## src/rtl/dco_loop_pkg.sv

```systemverilog
// Shared types, default loop constants and saturating arithmetic for the
// DCO loop controller.
package dco_loop_pkg;

    // Encoding is visible on the loop_state port: IDLE=0, COARSE=1, FINE=2, LOCKED=3.
    typedef enum logic [1:0] {
        StIdle   = 2'd0,
        StCoarse = 2'd1,
        StFine   = 2'd2,
        StLocked = 2'd3
    } loop_state_e;

    localparam int unsigned HP_INIT     = 50;
    localparam int unsigned HP_MIN      = 10;
    localparam int unsigned HP_MAX      = 200;
    localparam int unsigned COARSE_STEP = 4;
    localparam int unsigned FINE_STEP   = 1;
    localparam int unsigned DEADBAND    = 2;
    localparam int unsigned LOCK_CNT    = 8;
    localparam int unsigned UNLOCK_TH   = 8;

    // val + delta, clamped to [lo, hi]; never wraps.
    function automatic int sat_add(input int val, input int delta, input int lo, input int hi);
        int sum;
        sum = val + delta;
        if (sum < lo) begin
            sum = lo;
        end else if (sum > hi) begin
            sum = hi;
        end
        return sum;
    endfunction

endpackage

```

## src/rtl/dco_core.sv

```systemverilog
// Counter-based DCO: each fb_clk phase lasts cur_half clk cycles, where
// cur_half is re-latched from ctrl_word only at a toggle, so a control change
// never truncates a phase in flight.
// Optional feature macro: DCO_FRAC_EN (fractional accumulator stretches
// selected phases by one cycle).
module dco_core
    import dco_loop_pkg::*;
#(
    parameter int unsigned HP_W    = 8,
    parameter int unsigned FRAC_W  = 4,
    parameter int unsigned HP_INIT = dco_loop_pkg::HP_INIT
) (
    input  logic                     clk,
    input  logic                     rst,
    input  logic [HP_W+FRAC_W-1:0]   ctrl_word,
    output logic                     fb_clk,
    output logic                     toggle_rise
);

    // One extra bit so a fractional carry on top of the integer part cannot overflow.
    localparam int unsigned CntW = HP_W + 1;

    logic [CntW-1:0] half_cnt_q, half_cnt_d;
    logic [CntW-1:0] cur_half_q, cur_half_d;
    logic            fb_clk_q, fb_clk_d;
    logic            toggle;
    logic [HP_W-1:0] ctrl_int;

    assign ctrl_int    = ctrl_word[HP_W+FRAC_W-1:FRAC_W];
    assign toggle      = (half_cnt_q >= cur_half_q);
    assign toggle_rise = toggle & ~fb_clk_q;
    assign fb_clk      = fb_clk_q;

`ifdef DCO_FRAC_EN
    logic [FRAC_W-1:0] frac_acc_q, frac_acc_d;
    logic [FRAC_W:0]   frac_sum;

    assign frac_sum = {1'b0, frac_acc_q} + {1'b0, ctrl_word[FRAC_W-1:0]};
`else
    logic unused_frac;
    assign unused_frac = ^ctrl_word[FRAC_W-1:0];
`endif

    // Next-state: count up within a phase, reload and re-latch the period at a toggle.
    always_comb begin
        half_cnt_d = half_cnt_q + CntW'(1);
        cur_half_d = cur_half_q;
        fb_clk_d   = fb_clk_q;
`ifdef DCO_FRAC_EN
        frac_acc_d = frac_acc_q;
`endif
        if (toggle) begin
            half_cnt_d = CntW'(1);
            fb_clk_d   = ~fb_clk_q;
`ifdef DCO_FRAC_EN
            cur_half_d = {1'b0, ctrl_int} + CntW'(frac_sum[FRAC_W]);
            frac_acc_d = frac_sum[FRAC_W-1:0];
`else
            cur_half_d = {1'b0, ctrl_int};
`endif
        end
    end

    // State registers for the half counter, latched period and output clock.
    always_ff @(posedge clk or posedge rst) begin
        if (rst) begin
            half_cnt_q <= CntW'(1);
            cur_half_q <= CntW'(HP_INIT);
            fb_clk_q   <= 1'b0;
`ifdef DCO_FRAC_EN
            frac_acc_q <= '0;
`endif
        end else begin
            half_cnt_q <= half_cnt_d;
            cur_half_q <= cur_half_d;
            fb_clk_q   <= fb_clk_d;
`ifdef DCO_FRAC_EN
            frac_acc_q <= frac_acc_d;
`endif
        end
    end

endmodule

```

## src/rtl/dco_loop_ctrl.sv

```systemverilog
// Loop controller: synchronises PFD outputs, acquires frequency from the
// calibration verdicts (COARSE), then tracks phase by integrating up/down
// pulse widths per fb_clk period (FINE/LOCKED) and steers the DCO.
// Optional feature macro: DCO_FRAC_EN (fine steps in fractional LSBs).
module dco_loop_ctrl
    import dco_loop_pkg::*;
#(
    parameter int unsigned HP_W        = 8,
    parameter int unsigned FRAC_W      = 4,
    parameter int unsigned HP_INIT     = dco_loop_pkg::HP_INIT,
    parameter int unsigned HP_MIN      = dco_loop_pkg::HP_MIN,
    parameter int unsigned HP_MAX      = dco_loop_pkg::HP_MAX,
    parameter int unsigned COARSE_STEP = dco_loop_pkg::COARSE_STEP,
    parameter int unsigned FINE_STEP   = dco_loop_pkg::FINE_STEP,
    parameter int unsigned DEADBAND    = dco_loop_pkg::DEADBAND,
    parameter int unsigned LOCK_CNT    = dco_loop_pkg::LOCK_CNT,
    parameter int unsigned UNLOCK_TH   = dco_loop_pkg::UNLOCK_TH,
    parameter int unsigned CNT_W       = 10
) (
    input  logic                   clk,
    input  logic                   rst,
    input  logic                   up,
    input  logic                   down,
    input  logic                   freq_check_done,
    input  logic                   ref_clk_is_faster,
    input  logic                   ref_clk_is_slower,
    input  logic                   calibration_done,
    output logic                   fb_clk,
    output logic [HP_W+FRAC_W-1:0] ctrl_word,
    output logic [1:0]             loop_state,
    output logic                   locked
);

    localparam int unsigned LockW = $clog2(LOCK_CNT + 1);

    // ------------------------------------------------------------------
    // Input synchronisers
    // ------------------------------------------------------------------
    logic [5:0] sync1_q, sync2_q;
    logic       fcd_s_q;
    logic       up_s, down_s, fcd_s, faster_s, slower_s, cal_s;
    logic       fcd_rise;

    assign {cal_s, slower_s, faster_s, fcd_s, down_s, up_s} = sync2_q;
    assign fcd_rise = fcd_s & ~fcd_s_q;

    // Two-flop synchronisers plus one extra stage for verdict edge detection.
    always_ff @(posedge clk or posedge rst) begin
        if (rst) begin
            sync1_q <= '0;
            sync2_q <= '0;
            fcd_s_q <= 1'b0;
        end else begin
            sync1_q <= {calibration_done, ref_clk_is_slower, ref_clk_is_faster,
                        freq_check_done, down, up};
            sync2_q <= sync1_q;
            fcd_s_q <= fcd_s;
        end
    end

    // ------------------------------------------------------------------
    // DCO
    // ------------------------------------------------------------------
    logic toggle_rise;

    dco_core #(
        .HP_W    (HP_W),
        .FRAC_W  (FRAC_W),
        .HP_INIT (HP_INIT)
    ) u_dco_core (
        .clk         (clk),
        .rst         (rst),
        .ctrl_word   (ctrl_word),
        .fb_clk      (fb_clk),
        .toggle_rise (toggle_rise)
    );

    // ------------------------------------------------------------------
    // Window integrator
    // ------------------------------------------------------------------
    logic [CNT_W-1:0]      up_cnt_q, up_cnt_d;
    logic [CNT_W-1:0]      dn_cnt_q, dn_cnt_d;
    logic signed [CNT_W:0] net;
    int                    net_val;
    int                    net_abs;
    logic                  win_clr;

    assign net = $signed({1'b0, up_cnt_q}) - $signed({1'b0, dn_cnt_q});

    // Signed window result and its magnitude as plain integers.
    always_comb begin
        net_val = int'(net);
        net_abs = (net_val < 0) ? -net_val : net_val;
    end

    // Saturating pulse-width counters; overlap cycles are PFD reset and ignored.
    always_comb begin
        up_cnt_d = up_cnt_q;
        dn_cnt_d = dn_cnt_q;
        if (up_s && !down_s && (up_cnt_q != '1)) begin
            up_cnt_d = up_cnt_q + CNT_W'(1);
        end
        if (down_s && !up_s && (dn_cnt_q != '1)) begin
            dn_cnt_d = dn_cnt_q + CNT_W'(1);
        end
        if (toggle_rise || win_clr) begin
            up_cnt_d = '0;
            dn_cnt_d = '0;
        end
    end

    // Window counter registers.
    always_ff @(posedge clk or posedge rst) begin
        if (rst) begin
            up_cnt_q <= '0;
            dn_cnt_q <= '0;
        end else begin
            up_cnt_q <= up_cnt_d;
            dn_cnt_q <= dn_cnt_d;
        end
    end

    // ------------------------------------------------------------------
    // Loop FSM
    // ------------------------------------------------------------------
    loop_state_e      state_q, state_d;
    logic [LockW-1:0] lock_cnt_q, lock_cnt_d;
    int               coarse_delta;
    int               fine_delta;

    // Next state, lock counting and the requested control-word step.
    always_comb begin
        state_d      = state_q;
        lock_cnt_d   = lock_cnt_q;
        win_clr      = 1'b0;
        coarse_delta = 0;
        fine_delta   = 0;
        case (state_q)
            StIdle: begin
                state_d = StCoarse;
            end
            StCoarse: begin
                if (fcd_rise) begin
                    if (faster_s && !slower_s) begin
                        coarse_delta = -int'(COARSE_STEP);
                    end else if (slower_s && !faster_s) begin
                        coarse_delta = int'(COARSE_STEP);
                    end
                end
                if (cal_s) begin
                    state_d    = StFine;
                    win_clr    = 1'b1;
                    lock_cnt_d = '0;
                end
            end
            StFine, StLocked: begin
                // Recalibration wins over a window ending in the same cycle.
                if (!cal_s) begin
                    state_d    = StCoarse;
                    lock_cnt_d = '0;
                end else if (toggle_rise) begin
                    if (net_val > int'(DEADBAND)) begin
                        fine_delta = -int'(FINE_STEP);
                    end else if (net_val < -int'(DEADBAND)) begin
                        fine_delta = int'(FINE_STEP);
                    end
                    if (state_q == StFine) begin
                        if (net_abs <= int'(DEADBAND)) begin
                            if (int'(lock_cnt_q) + 1 >= int'(LOCK_CNT)) begin
                                state_d    = StLocked;
                                lock_cnt_d = LockW'(LOCK_CNT);
                            end else begin
                                lock_cnt_d = lock_cnt_q + LockW'(1);
                            end
                        end else begin
                            lock_cnt_d = '0;
                        end
                    end else if (net_abs > int'(UNLOCK_TH)) begin
                        state_d    = StFine;
                        lock_cnt_d = '0;
                    end
                end
            end
            default: begin
                state_d = StIdle;
            end
        endcase
    end

    // FSM state and lock counter registers.
    always_ff @(posedge clk or posedge rst) begin
        if (rst) begin
            state_q    <= StIdle;
            lock_cnt_q <= '0;
        end else begin
            state_q    <= state_d;
            lock_cnt_q <= lock_cnt_d;
        end
    end

    // ------------------------------------------------------------------
    // Control word
    // ------------------------------------------------------------------
    logic [HP_W-1:0] ctrl_int_q, ctrl_int_d;

`ifdef DCO_FRAC_EN
    localparam int FracOne = 1 << FRAC_W;

    logic [FRAC_W-1:0] ctrl_frac_q, ctrl_frac_d;
    int                full;

    assign ctrl_word = {ctrl_int_q, ctrl_frac_q};
`else
    assign ctrl_word = {ctrl_int_q, {FRAC_W{1'b0}}};
`endif

    // Apply the requested step with saturation on the integer part.
    always_comb begin
        ctrl_int_d = ctrl_int_q;
`ifdef DCO_FRAC_EN
        ctrl_frac_d = ctrl_frac_q;
        full        = 0;
`endif
        if (coarse_delta != 0) begin
            ctrl_int_d = HP_W'(sat_add(int'(ctrl_int_q), coarse_delta,
                                       int'(HP_MIN), int'(HP_MAX)));
`ifdef DCO_FRAC_EN
            if (ctrl_int_d == HP_W'(HP_MAX)) begin
                ctrl_frac_d = '0;
            end
`endif
        end else if (fine_delta != 0) begin
`ifdef DCO_FRAC_EN
            // Clamping the full word at HP_MAX.0 zeroes the fraction as a side effect.
            full = sat_add(int'(ctrl_int_q) * FracOne + int'(ctrl_frac_q), fine_delta,
                           int'(HP_MIN) * FracOne, int'(HP_MAX) * FracOne);
            ctrl_int_d  = HP_W'(full / FracOne);
            ctrl_frac_d = FRAC_W'(full % FracOne);
`else
            ctrl_int_d = HP_W'(sat_add(int'(ctrl_int_q), fine_delta,
                                       int'(HP_MIN), int'(HP_MAX)));
`endif
        end
    end

    // Control word registers.
    always_ff @(posedge clk or posedge rst) begin
        if (rst) begin
            ctrl_int_q <= HP_W'(HP_INIT);
`ifdef DCO_FRAC_EN
            ctrl_frac_q <= '0;
`endif
        end else begin
            ctrl_int_q <= ctrl_int_d;
`ifdef DCO_FRAC_EN
            ctrl_frac_q <= ctrl_frac_d;
`endif
        end
    end

    assign loop_state = state_q;
    assign locked     = (state_q == StLocked);

endmodule
```

## config.mk

```make
export PLATFORM = sky130hd
export DESIGN_NAME = dco_loop_ctrl
export DESIGN_NICKNAME = d
export VERILOG_FILES = /design/src/rtl/dco_loop_pkg.sv /design/src/rtl/dco_core.sv /design/src/rtl/dco_loop_ctrl.sv
export SDC_FILE = /design/constraint.sdc
export NUM_CORES = 1
export LEC_CHECK = 0
export BUFFER_PORTS_ARGS = -buffer_cell sky130_fd_sc_hd__buf_4
export CAP_MARGIN = 25
export CORE_MARGIN = 2
export CORE_UTILIZATION = 63
export DETAILED_ROUTE_END_ITERATION = 7
export PLACE_DENSITY = 0.81
export SYNTH_ARGS = -nofsm -noshare
export SYNTH_HDL_FRONTEND = slang
export SYNTH_SLANG_ARGS = --single-unit
```

## constraint.sdc

```tcl
create_clock -name clk -period 7.5 [get_ports clk]
set_input_delay 1.5 -clock clk [delete_from_list [all_inputs] [get_ports clk]]
set_output_delay 1.5 -clock clk [all_outputs]
set_load 0.05 [all_outputs]
```

==> qor.yml <==
insertion_delay_ns: 0.36
row_count: 33
multi_input_area_mm2: 0.00343
ctsResizeCount: 0
final_util: 0.700
synthSimpleGateAreaFrac: 0.198
ff2ff_setup_slack_ns: 0.81
top_layer: "met4"
end_kind: "flop"
num_io_pins: 24
wirelength_mm: 11.9
crit_arrival_ns: 6.97
wl_per_cell_um: 16.0
synthTopCellsByArea: "dfrtp_1 27%, ha_1 15%, nor2_1 4.2%"
drtIter0Drc: 258
min_path_type: "flop to flop"
cts.sinks: 65
routed-wl-met3_um: 523
synth_top_family_by_area: "compound AO/OA/AOI/OAI gates"
ys_ff_latch: 65
antennaDiodeCount: 0
slew_viol_final: 0
wl_met2_mm: 5.67
tightest_slew_ns: 0.885
dr.pass1.iters: 5
synthMuxAreaShare: 0.0101
numCtsBuffers: 9
synth_edf_count: 0
ys_types: 73
synth_xor_area_frac: 0.0658
drive_above_1_share: 0.108
drc_errors: 0
io_buffers: 19
p_per_area_mw_per_mm2: 360
synth_async_sr_flop_share: 1.00
via_per_inst: 6.20
fillCellCount: 671
cts_setup_buffers: 0
start_util: 0.648
antenna_found_initial: 0
nets: 707
fin_crit_sh: 0.892
synth_top_area_cell: "dfrtp_1"
critPathMaxFanout: 23
crit_type: "flop to flop"
die-area_mm2: 0.00920
finalSetupViolCount: 0
synth_top_area_frac: 0.273
synthToLayoutAreaGrowth_pct: 8.09
yosysWarnings: 0
cts_tree: "yes"
status: "completed"
die_w_um: 95.9
grt_use_total: 0.275
synth_ff_type: "dfrtp_1"
ant_nets: 0
grt_first_pass_wirelength_mm: 20.1
synth_fa_ha_area_frac: 0.159
netlist_instances: 616
ir_worst_vdd_v: 0.000182
seq_area_frac_synth: 0.307
num_vias: 4608
rsz0062_at_grt: "no"
htreeDepth: 3
syn_area_per_cell_um2: 8.64
maxCapViolCount: 0
fp.coreArea_mm2: 0.00822
netlist_area_mm2: 0.00532
wl_met1_mm: 5.44
cts_buffer_depth: 2
holdBufCountCts: 0
hold_viol_final: 0
relSlewSlack: 0.407
clock-skew-final_ns: 0.0149
grt_pass1_vias: 4495
regArea_mm2: 0.00164
finalSetupTns_ns: 0
grt.overflow.total: 0
grt_max_degree: 66
period_minus_slack_ns: 6.69
cts-root-buf: "clkbuf_8"
die_height_um: 95.9
cp.required_ns: 7.78
synth-compound-area-share: 0.208
power_leakage_nw: 2.59
critPathLaunchType: "flop"
max_freq_mhz: 149
cts.reportedPaths.clkPinSlew_ns: 0.08
globalplace.congestion: 0.907
dp_hpwl_mm: 8.86
[worst max-delay path, cell delays in order (launching register included)]
cell and delay [ns]:
dfrtp_1 0.42, inv_1 0.08, ha_1 0.15, inv_1 0.05, fa_1 0.44, nand3_1 0.16, nand2_1 0.16, o22a_1 0.20
a2111o_1 0.47, or2_4 0.30, o31ai_4 0.34, inv_1 0.41, ha_1 0.50, o21ai_0 0.12, o21bai_1 0.14, a21oi_1 0.11
o31ai_1 0.53, a21oi_1 0.23, or2_2 0.32, ha_1 0.27, nor4b_1 0.25, nand3_1 0.24, or4_4 0.59, o21ai_1 0.15
[cell usage in the layout (no fill, tap or decap), types with 7 or more instances in the layout]
master    Yosys  final
o21ai_0      34     34
nor2_1       59     59
dfstp_2       7      7
a21oi_1      33     33
o21ai_1       8      8
dfrtp_1      58     58
clkbuf_8      0      9
buf_4         4     22
ha_1         63     63
a21o_1        9      9
nand4_1       8      8
nor3_1       14     14
or3_1         8      8
a31oi_1      13     13
and2_1        8      8
nor4_1        9      9
nand2_1      45     45
inv_1        43     42
o211ai_1      8      8
xor2_1       15     15
nand3_1      23     23
nand2b_1      8      8
xnor2_1      25     25
[state kept, by name, summed over array words and instances (netlist names)]
name                   flops
ctrl_int_q                 8
dn_cnt_q                  10
fcd_s_q                    1
lock_cnt_q                 4
loop_state                 2
sync1_q                    6
sync2_q                    6
u_dco_core.cur_half_q      8
u_dco_core.fb_clk          1
u_dco_core.half_cnt_q      9
up_cnt_q                  10
[final timing paths]
kind,to,start,cells after the start
max,ctrl_int_q[2],up_cnt_q[0],23
min,sync2_q[4],sync1_q[4],0
max reg2reg,ctrl_int_q[2],up_cnt_q[0],23
min reg2reg,sync2_q[4],sync1_q[4],0
max in group asynchronous,ctrl_int_q[6],rst,3
min in group asynchronous,dn_cnt_q[9],rst,3
[synthesized netlist by cell type (all sizes together) (9+ instances only)]
library cell and n:
xnor2 25, xor2 15, ha 63, nand2 45, o21ai 42, a21oi 34, a31oi 13, nor4 9
clkbuf 12, nor2 59, dfrtp 58, nor3 14, nand3 23, inv 43, a21o 10
[kinds of logic (layout without fill, tap and decap cells)]
group / count (synthesis) / in the layout
other cells: 1 / 4
flops: 65 / 65
buf+inv: 62 / 81
compound gates: 165 / 165
mux: 5 / 5
xor+xnor: 40 / 40
simple gates: 212 / 212
fa+ha+maj: 66 / 66
[report_power, final]
part           total [mW]  leakage, nW  internal (mW)  switching, mW
sequential          0.501        0.823          0.422         0.0791
clock               0.345        0.116          0.191          0.154
combinational        1.22         1.65          0.450          0.775
[final cells by class]
cell class,count,share of cell area
Clock buffer,9,0.0215
Clock inverter,7,0.0178
Inverter,43,0.0281
Multi-Input combinational cell,492,0.597
Sequential cell,65,0.284
Tap cell,105,0.0228
Timing Repair Buffer,22,0.0287
[per-layer routing]
layer  global-route usage  up-vias
met4                0.112        0
met3               0.0478       27
li1                     -     2271
met1                0.356     2183
met2                0.457      127
met5                    0        -
[through the flow]
stage,cell area (µm²),std cells,hold slack (ns),worst slack [ns],total power [mW]
4_1_cts,5750,743,0.362,0.886,2.06
6_report,5750,743,0.359,0.807,2.07
5_1_grt,5750,743,0.373,0.266,2.24
3_5_place_dp,5530,727,0.345,0.932,1.71
3_3_place_gp,5530,727,0.335,1.19,1.66
2_1_floorplan,5330,619,0.331,1.57,1.43
(Power assumes the default switching activity.)
